<file path="config.mk">
export PLATFORM = sky130hd
export DESIGN_NAME = prod_accum
export DESIGN_NICKNAME = d
export VERILOG_FILES = /design/src/rtl/prod_accum.sv
export SDC_FILE = /design/constraint.sdc
export NUM_CORES = 1
export LEC_CHECK = 0
export ABC_AREA = 1
export BUFFER_PORTS_ARGS = -buffer_cell sky130_fd_sc_hd__buf_2
export CAP_MARGIN = 25
export CORE_UTILIZATION = 32
export CTS_CLUSTER_DIAMETER = 200
export CTS_CLUSTER_SIZE = 10
export DETAILED_ROUTE_END_ITERATION = 12
export GPL_ROUTABILITY_DRIVEN = 1
export PLACE_DENSITY = 0.49
export SLEW_MARGIN = 20
export SYNTH_ARGS = -nofsm -noshare
export SYNTH_HDL_FRONTEND = slang
export SYNTH_SLANG_ARGS = --single-unit
export TNS_END_PERCENT = 20
</file>
<file path="constraint.sdc">
create_clock -name clk -period 6.5 [get_ports clk]
set_clock_uncertainty 0.2 [all_clocks]
set_input_delay 1.3 -clock clk [delete_from_list [all_inputs] [get_ports clk]]
set_output_delay 1.3 -clock clk [all_outputs]
set_load 0.1 [all_outputs]
</file>
<file path="src/rtl/prod_accum.sv">
// ============================================================================
// prod_accum : batches N unsigned multiplier products into a double-buffered,
//              valid/ack-presented accumulator total.
// Optional:    `define PROD_ACCUM_SATURATE_EN clamps the batch to all-ones on carry.
// Revision:    1.0  initial release
// ============================================================================
`default_nettype none

module prod_accum #(
    parameter int ACC_W = 24,
    parameter int N     = 4
) (
    input  logic             clk,
    input  logic             reset,
    input  logic             done,
    input  logic [15:0]      p,
    input  logic             clr,
    output logic [ACC_W-1:0] sum,
    output logic             sum_valid,
    input  logic             sum_ack,
    output logic             sum_ovf,
    output logic [7:0]       count,
    output logic             overrun
);

    localparam logic [0:0] S_EMPTY = 1'b0;
    localparam logic [0:0] S_ACCUM = 1'b1;
    localparam logic [7:0] c_LAST  = 8'(N - 1);

    logic [0:0]       r_state;
    logic             r_done_q;
    logic [ACC_W-1:0] r_acc;
    logic             r_bovf;
    logic [ACC_W-1:0] r_sum;
    logic             r_sum_valid;
    logic             r_sum_ovf;
    logic [7:0]       r_count;
    logic             r_overrun;

    logic             w_cap;
    logic             w_last;
    logic [ACC_W-1:0] w_p_ext;
    logic [ACC_W:0]   w_add;
    logic             w_carry;
    logic [ACC_W-1:0] w_acc_next;

    assign w_cap   = done & ~r_done_q;
    assign w_last  = (N == 1) ? 1'b1 : ((r_state == S_ACCUM) && (r_count == c_LAST));
    assign w_p_ext = ACC_W'(p);
    assign w_add   = {1'b0, r_acc} + {1'b0, w_p_ext};
    assign w_carry = w_add[ACC_W];

`ifdef PROD_ACCUM_SATURATE_EN
    // Once clamped, any further non-zero product carries again, so the clamp holds.
    assign w_acc_next = w_carry ? {ACC_W{1'b1}} : w_add[ACC_W-1:0];
`else
    assign w_acc_next = w_add[ACC_W-1:0];
`endif

    always_ff @(posedge clk) begin
        if (reset) begin
            r_state     <= S_EMPTY;
            r_done_q    <= 1'b1;
            r_acc       <= '0;
            r_bovf      <= 1'b0;
            r_sum       <= '0;
            r_sum_valid <= 1'b0;
            r_sum_ovf   <= 1'b0;
            r_count     <= '0;
            r_overrun   <= 1'b0;
        end else begin
            r_done_q <= done;

            if (sum_ack && r_sum_valid) begin
                r_sum_valid <= 1'b0;
            end

            if (clr) begin
                r_state   <= S_EMPTY;
                r_acc     <= '0;
                r_bovf    <= 1'b0;
                r_count   <= '0;
                r_overrun <= 1'b0;
            end else if (w_cap) begin
                if (w_last) begin
                    // Completion: hand the total to the output register and restart.
                    r_state     <= S_EMPTY;
                    r_sum       <= w_acc_next;
                    r_sum_ovf   <= r_bovf | w_carry;
                    r_sum_valid <= 1'b1;
                    r_acc       <= '0;
                    r_bovf      <= 1'b0;
                    r_count     <= '0;
                    if (r_sum_valid && !sum_ack) begin
                        r_overrun <= 1'b1;
                    end
                end else begin
                    r_state <= S_ACCUM;
                    r_acc   <= w_acc_next;
                    r_bovf  <= r_bovf | w_carry;
                    r_count <= r_count + 8'd1;
                end
            end
        end
    end

    assign sum       = r_sum;
    assign sum_valid = r_sum_valid;
    assign sum_ovf   = r_sum_ovf;
    assign count     = r_count;
    assign overrun   = r_overrun;

endmodule

`default_nettype wire

</file>
# Word-level counts from Yosys, hierarchy flattened
# Index checks and enable logic that the tools add are counted.
# W data, S select, Z words.
dict set report word_totals {
  word_cells 31
  input_bits 21
  reg_bits 62
  output_inout_bits 35
}
dict set report op_classes {
  reduce_logical 7
  muxes 8
  bitwise 4
  addsub 2
  n_eq_ne 1
}
# operator n
set ops {}
lappend ops {{$add A24 B16 Y25} 1}
lappend ops {{$mux W24} 1}
lappend ops {{$add A8 B1 Y8 const B} 1}
lappend ops {{$eq A8 B2 Y1 const B} 1}
lappend ops {{$mux W8} 1}
lappend ops {{$mux W1} 6}
lappend ops {{$reduce_and A3 Y1} 2}
lappend ops {{$logic_and A1 B1 Y1} 3}
lappend ops {{$not A1 Y1} 2}
lappend ops {{$reduce_or A2 Y1} 1}
lappend ops {{$and A1 B1 Y1} 1}
lappend ops {{$logic_not A1 Y1} 1}
lappend ops {{$or A1 B1 Y1} 1}

# Longest topological paths before layout
dict set report logic_depth {
  ltp_word 5
  ltp_mapped 14
  depth_no_buf 14
}

# Worst setup path before layout
# No wires, ideal clock.
dict set report synth_path {
  path_kind {input -> register}
  start {input port p[0]}
  end {register r_sum_ovf (netlist: sum_ovf)}
  required_time_ns 6.191
  cell_stages 14
  slack_ns 3.489
  arrival_time_ns 2.702
  path_cell_list {ha_1 fa_1 nand2_1 nand2_1 nand3_1 nand2_1 nand2_1 nand2_1 nand2_1 nor2_1 nor2_1 nand2_1 nand2_1 inv_1}
}
dict set report synth_via {
  elab_chain_len 2
}
# element line_no
set synth_lines {}
lappend synth_lines {{start, declared} 16} ;# input logic [15:0] p,
lappend synth_lines {{$add A24 B16 Y25} 50} ;# assign w_add = {1'b0, r_acc} + {1'b0, w_p_ext};
lappend synth_lines {{$or A1 B1 Y1} 89} ;# r_sum_ovf <= r_bovf | w_carry;
lappend synth_lines {{end signal, assigned} 89}
lappend synth_lines {{end, declared} 36} ;# logic r_sum_ovf;
# Every way passes these cells.
# A chain may end at the register's enable or synchronous reset.

# Final worst setup path
dict set report layout_path {
  start {input port p[0]}
  end {register r_sum[14] (netlist: sum[14])}
}
dict set report layout_via {
  elab_chain_len 1
}
# element line_no
set layout_lines {}
lappend layout_lines {{$add A24 B16 Y25} 50}
lappend layout_lines {{end signal, assigned} 88} ;# r_sum <= w_acc_next;
lappend layout_lines {{end, declared} 34} ;# logic [ACC_W-1:0] r_sum;
# Every way passes these cells.

==> key figures <==
STA
  – RSZ-0062 raised after global routing: false
  – Final Cycle Share: 47.0%
  – Total negative slack for setup checks: 0 ns
  – Actual transition at the worst max-transition pin: 0.651 ns
  – Worst relative slew slack: 56.5%
  – Final setup vio count: 0
  – Max Freq: 327 MHz
  – Final Hold Viols: 0
  – Minimum period implied by the final worst setup slack: 3.06 ns
  – Slew Viols, Final: 0

Clock network
  – Root cell of the clock tree: clkbuf_16
  – Cells resized by post-CTS repair: 0
  – H-Tree Level Count: 3
  – Number of clock sinks seen by CTS: 62
  – Count of hold-fix buffers inserted at cts: 0
  – Clock Latency Late Sink: 0.35 ns
  – Count of buffers added by post-CTS timing repair for setup: 0
  – Clk slew on worst S/H paths: 0.05 ns
  – Maximum clock insertion buffer count: 2
  – Cts bufs inserted: 9
  – Clock tree from TritonCTS: done

Finish
  – # nets final: 721
  – Non-Filler Instances: 830
  – Most common cell after layout, fill and taps aside: nand2_1
  – ANT cells: 0
  – Leading cell types in the layout, fill and taps excluded: 212 x nand2_1, 101 x inv_1, 84 x nor2_1
  – Proportion of layout cells with a drive suffix above 1: 11.1%
  – Layout-stage area growth over the synthesis result: 18.2%

Global routing
  – Pin count of the biggest net entering global routing: 35
  – Initial antenna violation count: 0
  – Number of global-route vias before repair: 3630
  – Overall overflow remaining after global route: 0
  – Wire length of the first global-routing pass: 17600 um
  – Global Route Usage Sum: 18.1%

Worst setup path
  – Worst Setup End Kind: flop
  – Critical Path Source Type: input port
  – Peak fanout along the critical path: 3
  – CP required: 6.54 ns
  – Critical path data arrival time: 3.10 ns
  – Most common cell on crit path: nand2_1
  – Reg2reg start: r_acc[0]$_SDFFE_PP0P_
  – Crit path cell chain: buf_2 > ha_1 > fa_1 > nand2_1 > nand2_1 > nand3_1 > nand2_1 > nand2_1 > nand3b_1 > and2_1 > o21ai_1 > inv_1
  – Highest-delay cell along the critical path: fa_1
  – Critical path origin: p[0]
  – Critical path class: input port to flop
  – Longest individual stage delay on the worst path: 0.46 ns

Placement
  – HPWL reported at the end of detailed placement: 7780 um
  – Cell total after placement: 814
  – Buffers on Ports: 55
  – Global placement routability congestion: 0.937

Die
  – Area enclosed by the die boundary: 12400 um^2
  – Number of primary I/O pins: 56
  – Vertical die dimension: 111 um
  – Initial core utilization: 33.2%
  – Std-Cell Core Area: 11500 um^2
  – Die boundary width: 111 um
  – Number of standard-cell rows in the floorplan: 39

Logic synthesis
  – Sequential area share after synthesis: 32.4%
  – Async SR Flop Fraction: 0%
  – Seq cells post-synth: 62
  – Synth Warn #: 0
  – Avg Synthesized Cell Area: 6.08 um^2
  – Area of the mapped netlist: 3830 um^2
  – Count of flip-flops with a built-in enable after synthesis: 0
  – Dominant synthesized flop cell: dfxtp_1
  – Number of instances in the synthesized netlist: 629
  – Net Count, Synth: 668
  – Distinct cell type count of the synthesized netlist: 29

Route
  – Starting DRT DRC Count: 171
  – Detailed-route wire length per cell: 12.4 um
  – Count of TritonRoute iterations in the first routing pass: 8
  – DRC violations left: 6
  – Count of vias placed by the detailed router: 3780
  – Final wirelength: 10300 um
  – Antenna Violating Nets Remaining: 0
  – DR vias/cell: 4.55

Run status
  – Violations in the final reports: DRC
  – Result of the run: finished, violations left

Worst hold path
  – Hold Startpoint: r_state$_SDFFE_PP0P_
  – Min-delay worst type: flop to flop

Pwr
  – Power density over cell area: 209 nW/um^2
  – Static leakage: 2.32 nW
  – Highest ir drop seen on vdd: 0.125 mV

Job
  – Number of maximum-capacitance violations: 0
-- cell usage after synthesis, types with 3 or more instances --
| cell type | n | area, um^2 |
|---|---|---|
| nand2_1 | 212 | 796 |
| inv_1 | 101 | 379 |
| nor2_1 | 84 | 315 |
| dfxtp_1 | 62 | 1240 |
| a21oi_1 | 41 | 205 |
| nand3_1 | 32 | 160 |
| ha_1 | 17 | 213 |
| o21ai_0 | 16 | 80.1 |
| xor2_1 | 9 | 78.8 |
| buf_2 | 6 | 30.0 |
| nor3_1 | 6 | 30.0 |
| o21ai_1 | 6 | 30.0 |
| buf_4 | 5 | 37.5 |
| nand4_1 | 5 | 31.3 |
| nand3b_1 | 4 | 30.0 |
| and2_1 | 3 | 18.8 |
-- registers in the layout (all words and copies together) (netlist names) --
name and cells:
r_done_q 1, count 8, sum_valid 1, r_acc 24, r_state 1, sum_ovf 1, overrun 1, sum 24
r_bovf 1
-- layout make-up --
class	count	area [um^2]
timing repair buffer	57	298
sequential	62	1240
clock buffer	13	260
clock inverter	3	42.5
multi-input combinational	448	2110
inverter	104	390
tap	143	179
fill	1247	6990
-- per-layer routing --
| layer | routed length [um] | global-route usage (%) | share of wire [%] |
|---|---|---|---|
| met1 | 5330 | 24.3 | 52 |
| met2 | 4390 | 28.1 | 42 |
| met3 | 449 | 4.57 | 4.3 |
| met4 | 162 | 6.76 | 1.6 |
| met5 | 0 | 0 | 0 |
-- power breakdown --
part / switching, mW / internal [mW] / total [mW]
Combinational: 0.0485 / 0.0210 / 0.0695
Clock: 0.173 / 0.317 / 0.490
Sequential: 0.00124 / 0.383 / 0.384
Total: 0.223 / 0.721 / 0.943
-- worst max-delay path, delay by kind of cell --
kind,cells,cell delay [ns]
buffers and inverters,2,0.15
adders and majority gates,2,0.69
AOI/OAI and AO/OA,1,0.11
and+or+nand+nor,7,0.83
-- stage by stage --
stage / utilization, % / hold slack [ns] / power [mW] / setup slack (ns) / cell area [um^2]
finish: 39.3 / 0.268 / 0.943 / 3.44 / 4520
global route: 39.3 / 0.291 / 0.988 / 3.25 / 4520
CTS: 39.3 / 0.265 / 0.957 / 3.45 / 4520
detailed placement: 36.6 / 0.256 / 0.462 / 3.09 / 4220
global placement: 36.5 / 0.251 / 0.462 / 3.02 / 4210
floorplan: - / 0.233 / 0.439 / 3.49 / 3830
-- cell families after synthesis --
logic type | after synthesis | synth area share, %
flip-flops | 62 | 32.4
adder cells (fa/ha/maj) | 18 | 6.08
buffers and inverters | 119 | 12.4
AND/OR/NAND/NOR | 354 | 38.0
XOR/XNOR | 11 | 2.52
AO/OA/AOI/OAI | 65 | 8.63
-- final timing paths --
kind	end	slack [ns]	cells after the start
max	sum[14]$_SDFFE_PP0P_	3.44	12
min	r_state$_SDFFE_PP0P_	0.27	2
min reg2reg	r_state$_SDFFE_PP0P_	0.27	2
max reg2reg	sum[14]$_SDFFE_PP0P_	4.20	11
Power figures use the tool's default switching activity.
